<file path="config.mk">
export PLATFORM = sky130hd
export DESIGN_NAME = mem_port_arbiter
export DESIGN_NICKNAME = d
export VERILOG_FILES = /design/src/rtl/mem_port_arbiter.sv
export SDC_FILE = /design/constraint.sdc
export NUM_CORES = 1
export LEC_CHECK = 0
export CORE_ASPECT_RATIO = 1.5
export CORE_MARGIN = 3
export CORE_UTILIZATION = 37
export DETAILED_ROUTE_END_ITERATION = 7
export PLACE_DENSITY = 0.81
export RECOVER_POWER = 25
export SETUP_SLACK_MARGIN = 0.02
export SLEW_MARGIN = 20
export SYNTH_ARGS = -nofsm -noshare
export SYNTH_HDL_FRONTEND = slang
export SYNTH_SLANG_ARGS = --single-unit
export TNS_END_PERCENT = 100
</file>
<file path="constraint.sdc">
create_clock -name clk -period 2.25 [get_ports clk]
set_input_delay 0.225 -clock clk [delete_from_list [all_inputs] [get_ports clk]]
set_output_delay 0.225 -clock clk [all_outputs]
set_load 0.05 [all_outputs]
</file>
<file path="src/rtl/mem_port_arbiter.sv">
// Arbitrates one unified instruction/data memory between the CPU memory path and the
// debug/DMA loader. Each access holds the strobes for MEM_LATENCY cycles and then pulses ready.
module mem_port_arbiter #(
    parameter int unsigned ADDR_W         = 32,
    parameter int unsigned DATA_W         = 32,
    parameter int unsigned MEM_LATENCY    = 2,
    parameter int unsigned MAX_CPU_STREAK = 4
) (
    input  logic              clk,
    input  logic              reset,
    input  logic              cpu_req,
    input  logic              cpu_write,
    input  logic [ADDR_W-1:0] cpu_addr,
    input  logic [DATA_W-1:0] cpu_wdata,
    output logic              cpu_ready,
    output logic [DATA_W-1:0] cpu_rdata,
    output logic              cpu_stall,
    input  logic              dma_req,
    input  logic              dma_write,
    input  logic [ADDR_W-1:0] dma_addr,
    input  logic [DATA_W-1:0] dma_wdata,
    output logic              dma_ready,
    output logic [DATA_W-1:0] dma_rdata,
    output logic              mem_read,
    output logic              mem_write,
    output logic [ADDR_W-1:0] mem_addr,
    output logic [DATA_W-1:0] mem_wdata,
    input  logic [DATA_W-1:0] mem_rdata
);

    localparam int unsigned CNT_W = 4;

    typedef enum logic [1:0] {
        IDLE   = 2'd0,
        ACCESS = 2'd1,
        RESP   = 2'd2
    } state_t;

    state_t             state_q, state_d;
    logic [CNT_W-1:0]   cnt_q, cnt_d;
    logic [CNT_W-1:0]   streak_q, streak_d;
    logic               owner_q, owner_d;      // 1 = DMA owns the current access
    logic               wr_q, wr_d;
    logic [ADDR_W-1:0]  addr_q, addr_d;
    logic [DATA_W-1:0]  wdata_q, wdata_d;
    logic [DATA_W-1:0]  data_q, data_d;
    logic               mem_read_q, mem_read_d;
    logic               mem_write_q, mem_write_d;
    logic               cpu_ready_q, cpu_ready_d;
    logic               dma_ready_q, dma_ready_d;
    logic               dma_wins;

    // State and datapath registers
    always_ff @(posedge clk) begin
        if (reset) begin
            state_q     <= IDLE;
            cnt_q       <= '0;
            streak_q    <= '0;
            owner_q     <= 1'b0;
            wr_q        <= 1'b0;
            addr_q      <= '0;
            wdata_q     <= '0;
            data_q      <= '0;
            mem_read_q  <= 1'b0;
            mem_write_q <= 1'b0;
            cpu_ready_q <= 1'b0;
            dma_ready_q <= 1'b0;
        end else begin
            state_q     <= state_d;
            cnt_q       <= cnt_d;
            streak_q    <= streak_d;
            owner_q     <= owner_d;
            wr_q        <= wr_d;
            addr_q      <= addr_d;
            wdata_q     <= wdata_d;
            data_q      <= data_d;
            mem_read_q  <= mem_read_d;
            mem_write_q <= mem_write_d;
            cpu_ready_q <= cpu_ready_d;
            dma_ready_q <= dma_ready_d;
        end
    end

    // Next-state and next-output logic; strobes and ready are computed one cycle ahead
    always_comb begin
        state_d     = state_q;
        cnt_d       = cnt_q;
        streak_d    = streak_q;
        owner_d     = owner_q;
        wr_d        = wr_q;
        addr_d      = addr_q;
        wdata_d     = wdata_q;
        data_d      = data_q;
        mem_read_d  = 1'b0;
        mem_write_d = 1'b0;
        cpu_ready_d = 1'b0;
        dma_ready_d = 1'b0;
        dma_wins    = 1'b0;

        case (state_q)
            IDLE: begin
                if (cpu_req || dma_req) begin
                    dma_wins = dma_req &
                               (~cpu_req | (streak_q == CNT_W'(MAX_CPU_STREAK)));
                    owner_d  = dma_wins;
                    wr_d     = dma_wins ? dma_write : cpu_write;
                    addr_d   = dma_wins ? dma_addr  : cpu_addr;
                    wdata_d  = dma_wins ? dma_wdata : cpu_wdata;
                    // Streak counts CPU grants that made a waiting DMA lose
                    if (dma_wins || !dma_req) begin
                        streak_d = '0;
                    end else if (streak_q != CNT_W'(MAX_CPU_STREAK)) begin
                        streak_d = streak_q + CNT_W'(1);
                    end
                    cnt_d       = CNT_W'(MEM_LATENCY - 1);
                    mem_read_d  = ~wr_d;
                    mem_write_d = wr_d;
                    state_d     = ACCESS;
                end
            end
            ACCESS: begin
                if (cnt_q == '0) begin
                    if (!wr_q) begin
                        data_d = mem_rdata;
                    end
                    cpu_ready_d = ~owner_q;
                    dma_ready_d = owner_q;
                    state_d     = RESP;
                end else begin
                    cnt_d       = cnt_q - CNT_W'(1);
                    mem_read_d  = ~wr_q;
                    mem_write_d = wr_q;
                end
            end
            RESP: begin
                state_d = IDLE;
            end
            default: begin
                state_d = IDLE;
            end
        endcase
    end

    assign mem_read  = mem_read_q;
    assign mem_write = mem_write_q;
    assign mem_addr  = addr_q;
    assign mem_wdata = wdata_q;
    assign cpu_ready = cpu_ready_q;
    assign dma_ready = dma_ready_q;
    assign cpu_rdata = data_q;
    assign dma_rdata = data_q;
    assign cpu_stall = cpu_req & ~cpu_ready_q;

endmodule

</file>
==> results of run 1 <==
[stage by stage]
| stage | area (um2) | utilization (%) | total power [mW] | std cells | worst slack, ns |
|---|---|---|---|---|---|
| after global placement | 7607 | 62.35 | 4.422 | 890 | 0.4140 |
| after CTS | 7918 | 64.90 | 6.129 | 905 | 0.3817 |
| after detailed placement | 7607 | 62.35 | 4.461 | 890 | 0.3733 |
| after floorplan | 4703 | - | 3.643 | 492 | 0.4801 |
| after global routing | 7911 | 64.84 | 6.268 | 905 | 0.2314 |
| final | 7911 | 64.84 | 6.018 | 905 | 0.3613 |
[flip-flops by register name, summed over array words and instances, names as in the netlist]
register   cells
state_q        2
mem_wdata     32
mem_write      1
cpu_rdata     32
mem_read       1
cpu_ready      1
owner_q        1
dma_ready      1
cnt_q          4
streak_q       4
wr_q           1
mem_addr      32
[worst max-delay path, stage by stage, from the launching register on]
cell and delay (ns):
dfxtp_1 0.31, inv_1 0.08, ha_1 0.19, or3b_1 0.44
nor3_4 0.18, buf_12 0.26, mux2i_1 0.25, nor2_1 0.06
[routing by layer]
metal,part of all wire [%],global-route usage (%)
met3,7.0,4.971
met2,57,39.34
met5,0,0
met4,1.5,5.616
met1,35,19.80
[power by group through the flow]
stage | logic, mW | registers [mW] | clock network [mW]
3_3_place_gp | 2.09 | 2.33 | 0
4_1_cts | 2.12 | 2.30 | 1.71
6_report | 2.06 | 2.29 | 1.66
5_1_grt | 2.17 | 2.32 | 1.78
3_5_place_dp | 2.12 | 2.34 | 0
2_1_floorplan | 0.682 | 2.96 | 0
[final cells by class]
type                       count  share of cell area [%]
clock buffer                  11                   2.942
clock inverter                 4                  0.9805
inverter                       4                  0.1898
multi-input combinational    314                   25.86
sequential                   112                   28.34
tap                          153                   2.420
timing repair buffer         307                   39.27
[synth_stat cells]
library cell and number:
a211oi_1 1, a21boi_1 1, a21o_1 1, a21oi_1 2
a21oi_2 1, a22o_1 1, and2_1 2, and3_1 1
buf_1 2, buf_2 9, buf_4 37, buf_8 3
clkbuf_1 9, clkbuf_2 2, dfxtp_1 112, ha_1 3
inv_1 4, mux2i_1 97, nand2_1 70, nand2b_1 3
nand3_1 4, nand3b_1 1, nand4b_1 1, nor2_1 38
nor2b_1 2, nor3_1 6, nor3_4 1, nor3b_1 1
o21ai_0 64, o21ai_1 1, o22ai_1 1, o2bb2a_1 1
o2bb2ai_1 2, o31ai_1 1, o32ai_1 1, or2_1 1
or2_2 1, or3_1 1, or3b_4 1, xor2_1 2
[worst paths after layout]
path	slack, ns	from	cells after the start	to
min	0.45	mem_addr[10]	2	mem_addr[10]
min reg2reg	0.45	mem_addr[10]	2	mem_addr[10]
max reg2reg	0.36	cnt_q[0]	7	cpu_rdata[7]
max	0.36	cnt_q[0]	7	cpu_rdata[7]
[cells by family (layout without fill, tap and decap cells)]
group,count (synthesis),in the layout,synth area share [%]
buf+inv,66,326,9.231
mux,97,97,20.64
xor+xnor,2,2,0.3725
compound gates,78,78,9.045
simple gates,134,134,12.24
flops,112,112,47.67
fa+ha+maj,3,3,0.7982
==> metrics, run 1 <==
status finished clean; DR vias 4,343; Final Hold Fails 0; H-tree depth 3; placer congestion estimate 0.8277; total wire length 14,240 um; post-synth top area share 47.67%; clk sinks 112; GRT overflow 0; fillcell total just under 1,000; Initial Util 38.55%; Die Area 14,130 um2; Layout Nets roughly 900; worst min path class flip-flop to flip-flop; CTS Root Cell clkbuf_16; gr usage total 19.66%; Leakage 3.037 nW; largest net degree at the start of global routing 66; yosys warns 0; crit path DAT 2.11 ns; commonest non-fill, non-tap cell in the layout clkdlybuf4s50_1; Clk pin slew, worst setup/hold paths roughly 0.07 ns; CP startpoint kind flip-flop; final setup TNS 0 ns; Slew Viols, Final 0; vias in the first global route 4,339; Gate power share 34.3%; net count after synthesis around 660; Initial DRC Count 97; synth unique cells 40; dpl hpwl 11,390 um; Max Cap Viol 0; Die Ht 144.1 um; number of synthesized register bits around 110; register area around 2200 um2; CTS tree built; Worst-Margin Slew 0.5965 ns; first drt pass iteration count 4; diode count 0; CP Class flip-flop to flip-flop; cells after synthesis 492; Routed Antenna Nets 0; CP required 2.47 ns; Hold Worst Slack 0.4464 ns; commonest cells after routing, fill and taps aside clkdlybuf4s50_1 (247), dfxtp_1 (112), mux2i_1 (97), nand2_1 (70), o21ai_0 (64); Seq/Total Area, Yosys approximately 48%; Power per Cell Area 760.7 nW/um2; Area Overhead vs Synth 68.21%; die span in x 98.06 um; setup bufs post-CTS 0; Mapped Area 4703 um2; Switch Pwr ~2 mW; RSZ-0062 raised after global routing false; Core Area 12,200 um2; footprint of the multi-input gates approximately 2000 um2; Setup Viol. Count Final 0; WL per Instance 15.73 um; sw frac between 30% and 40%; clock skew 0.005954 ns; Rel. slew slack 60.40%; Tcrit/Tclk final 83.94%; P_int 3.966 mW; share of power burned in the clock network between 20% and 30%; Ports 299; ranking of synthesized cells by area dfxtp_1 (48%), mux2i_1 (21%), o21ai_0 (6.8%), buf_4 (5.9%), nand2_1 (5.6%); Seq pwr share 38.1%; layout cells sized above 1 between 3 and 4%; PortBufs 298; antenna violations before repair 0; synthesized area per cell 9.559 um2; area leader, netlist dfxtp_1; worst vdd ir 0.4141 mV; residual DRC count 0; # rows 49; Peak Freq 529.5 MHz; Worst setup EP type flip-flop; minimum clock period between 1.5 and 2 ns; DR vias/cell 4.799; later-pin clock latency in the skew report 0.34 ns; total CTS buffers 9; peak fanout along the critical path 32; CTS Hold Bufs 0; clock buffer depth 2; first-pass GRT wire length around 22,000 um; post_cts resized 0
(Power assumes the default switching activity.)
==> inputs of run 2 (changes only) <==
==> constraint.sdc (replaced) <==
create_clock -name clk -period 1.9 [get_ports clk]
set_input_delay 0.19 -clock clk [delete_from_list [all_inputs] [get_ports clk]]
set_output_delay 0.19 -clock clk [all_outputs]
set_load 0.05 [all_outputs]
==> metrics, run 2 (synthesized netlist as in run 1, its figures left out) <==
first drt pass iteration count 4 (unchanged); Power per Cell Area 881.1 nW/um2 (+16%); antenna violations before repair 0 (unchanged); fillcell total 944 (-4.7%); CP Class flip-flop to flip-flop; worst hold start mem_wdata[26]; DR vias 4,452 (+2.5%); GRT overflow 0 (unchanged); Core Area 12,200 um2 (unchanged); post-route core utilization 66.32% (+1.5 points); dpl hpwl 11,760 um (+3.3%); PortBufs 298 (unchanged); placer congestion estimate 0.8712 (+5.3%); Area Overhead vs Synth 72.04%; Tcrit/Tclk final 102.2% (+18 points); diode count 0 (unchanged); CP required 2.12 ns (-0.35 ns); Worst Hold Depth 2 (unchanged); worst min path class flip-flop to flip-flop; Setup Viol. Count Final 22 (+22); status complete, but fails checks; Slew Viols, Final 0 (unchanged); Worst R2R End cpu_rdata[13]; Worst setup EP type flip-flop; pre-CTS setup slack 0.02975 ns (-0.3436 ns); Die Area 14,130 um2 (unchanged); Clk pin slew, worst setup/hold paths 0.07 ns (about the same); placed cell count 893 (+0.34%); die span in x 98.06 um (unchanged); CP max stage cell or3b_4; Final Hold Fails 0 (unchanged); Initial Util 38.55% (unchanged); minimum clock period 1.942 ns (+0.05300 ns); H-tree depth 3 (unchanged); CP max stage delay 0.41 ns (-0.03 ns); DR vias/cell 4.850 (+1.1%); CTS Hold Bufs 0 (unchanged); peak fanout along the critical path 8 (-75%); residual DRC count 0 (unchanged); total wire length 15,360 um (+7.9%); clk sinks 112 (unchanged); RSZ-0062 raised after global routing true; crit path DAT 2.16 ns (+0.05 ns); Peak Freq 515.0 MHz (-2.7%); WHS Endpoint mem_wdata[26]; Post-Layout Cell Count 918 (+1.4%); Max Cap Viol 0 (unchanged); FF-to-FF Start cnt_q[1]; register-to-register setup slack -0.04 ns (-0.40 ns); critical path cell sequence inv_2 > ha_4 > or3b_4 > nor3_4 > buf_12 > clkbuf_16 > mux2i_1 > nor2_1; Crit. Startpoint cnt_q[1]; CTS tree built; Worst-Margin Slew 0.6830 ns (+0.08646 ns); Rel. slew slack 54.66% (-5.7 points); first-pass GRT wire length 23,080 um (+3.7%); Layout Nets 929 (+1.3%); Die Ht 144.1 um (unchanged); commonest cells after routing, fill and taps aside clkdlybuf4s50_1 (296), dfxtp_1 (110), mux2i_1 (97), nand2_1 (70), o21ai_0 (64); gr usage total 20.44% (+0.78 points); total CTS buffers 9 (unchanged); final instance area 8092 um2 (+2.3%); WP buf/inv 3 (+1); Routed Antenna Nets 0 (unchanged); total power 7.129 mW (+18%); later-pin clock latency in the skew report 0.34 ns (about the same); clock skew 0.006847 ns (+0.0008925 ns); Leakage 2.985 nW (-1.7%); register area 2245 um2 (+0.11%); vias in the first global route 4,544 (+4.7%); WL per Instance 16.73 um (+6.3%); layout cells sized above 1 6.405% (+2.8 points); commonest non-fill, non-tap cell in the layout clkdlybuf4s50_1; CP top delay family simple AND/OR/NAND/NOR gates; Post-DP Area 7665 um2 (+0.76%); violated checks setup timing; Ports 299 (unchanged); # rows 49 (unchanged); Initial DRC Count 70 (-28%); Final WS setup -0.04173 ns (-0.4030 ns); worst vdd ir 0.4576 mV (+10%); CP startpoint kind flip-flop; clock buffer depth 2 (unchanged); CTS Root Cell clkbuf_16; footprint of the multi-input gates 2061 um2 (+0.73%); FF-to-FF path depth 8 (+1); largest net degree at the start of global routing 44 (-33%)
[run 2: cell count changes in the layout (fill, tap and decap cells not counted), sizes merged]
cell / delta
buf: +11
bufinv: -2
clkbuf: +1
clkdlybuf4s50: +49
clkinv: +2
clkinvlp: +2
dlygate4sd3: -50
[run 2: cell type report]
| cell class | instances | share of cell area (%) |
|---|---|---|
| timing repair buffer | 319 | 40.73 |
| sequential | 112 | 27.74 |
| multi-input combinational | 314 | 25.47 |
| clock buffer | 10 | 2.953 |
| tap | 153 | 2.366 |
| clock inverter | 6 | 0.5257 |
| inverter | 4 | 0.2165 |
[run 2: stage by stage]
stage / TNS [ns] / hold WS, ns
floorplan: 0 / 0.3372
global placement: 0 / 0.4344
detailed placement: 0 / 0.4415
CTS: 0 / 0.4514
global route: -2.145 / 0.4799
finish: -0.3435 / 0.4518
[run 2: routing by layer]
layer | up-vias | share of wire, % | GRT usage (%)
met4 | 0 | 2.3 | 6.492
met3 | 27 | 7.4 | 6.371
met5 | - | 0 | 0
met2 | 188 | 57 | 39.73
met1 | 2060 | 34 | 20.56
li1 | 2177 | - | -
[run 2: power breakdown]
part | internal [mW] | switching [mW] | total (mW)
combinational | 1.08 | 1.54 | 2.62
clock | 0.930 | 0.847 | 1.78
sequential | 2.58 | 0.147 | 2.73
[run 2: timing repair]
action,in CTS,in global routing
setup endpoints to repair,5,64
gates resized for setup,2,5
pin swaps,0,5
cloned,0,3
setup buffers,0,6
[run 2: worst max-delay path by stage]
stage                     to  slack, ns  cells past startpoint
2_1_floorplan  cpu_rdata[10]       0.13                      7
3_3_place_gp   mem_wdata[14]       0.11                      5
3_5_place_dp   cpu_rdata[17]       0.03                      7
4_1_cts        cpu_rdata[17]       0.04                      7
5_1_grt        cpu_rdata[29]      -0.12                      8
6_report       cpu_rdata[13]      -0.04                      8
[run 2: worst register-to-register path: stages (launching register included)]
cell	delay, ns
dfxtp_2	0.33
inv_2	0.07
ha_4	0.14
or3b_4	0.41
nor3_4	0.28
buf_12	0.16
clkbuf_16	0.17
mux2i_1	0.21
nor2_1	0.06
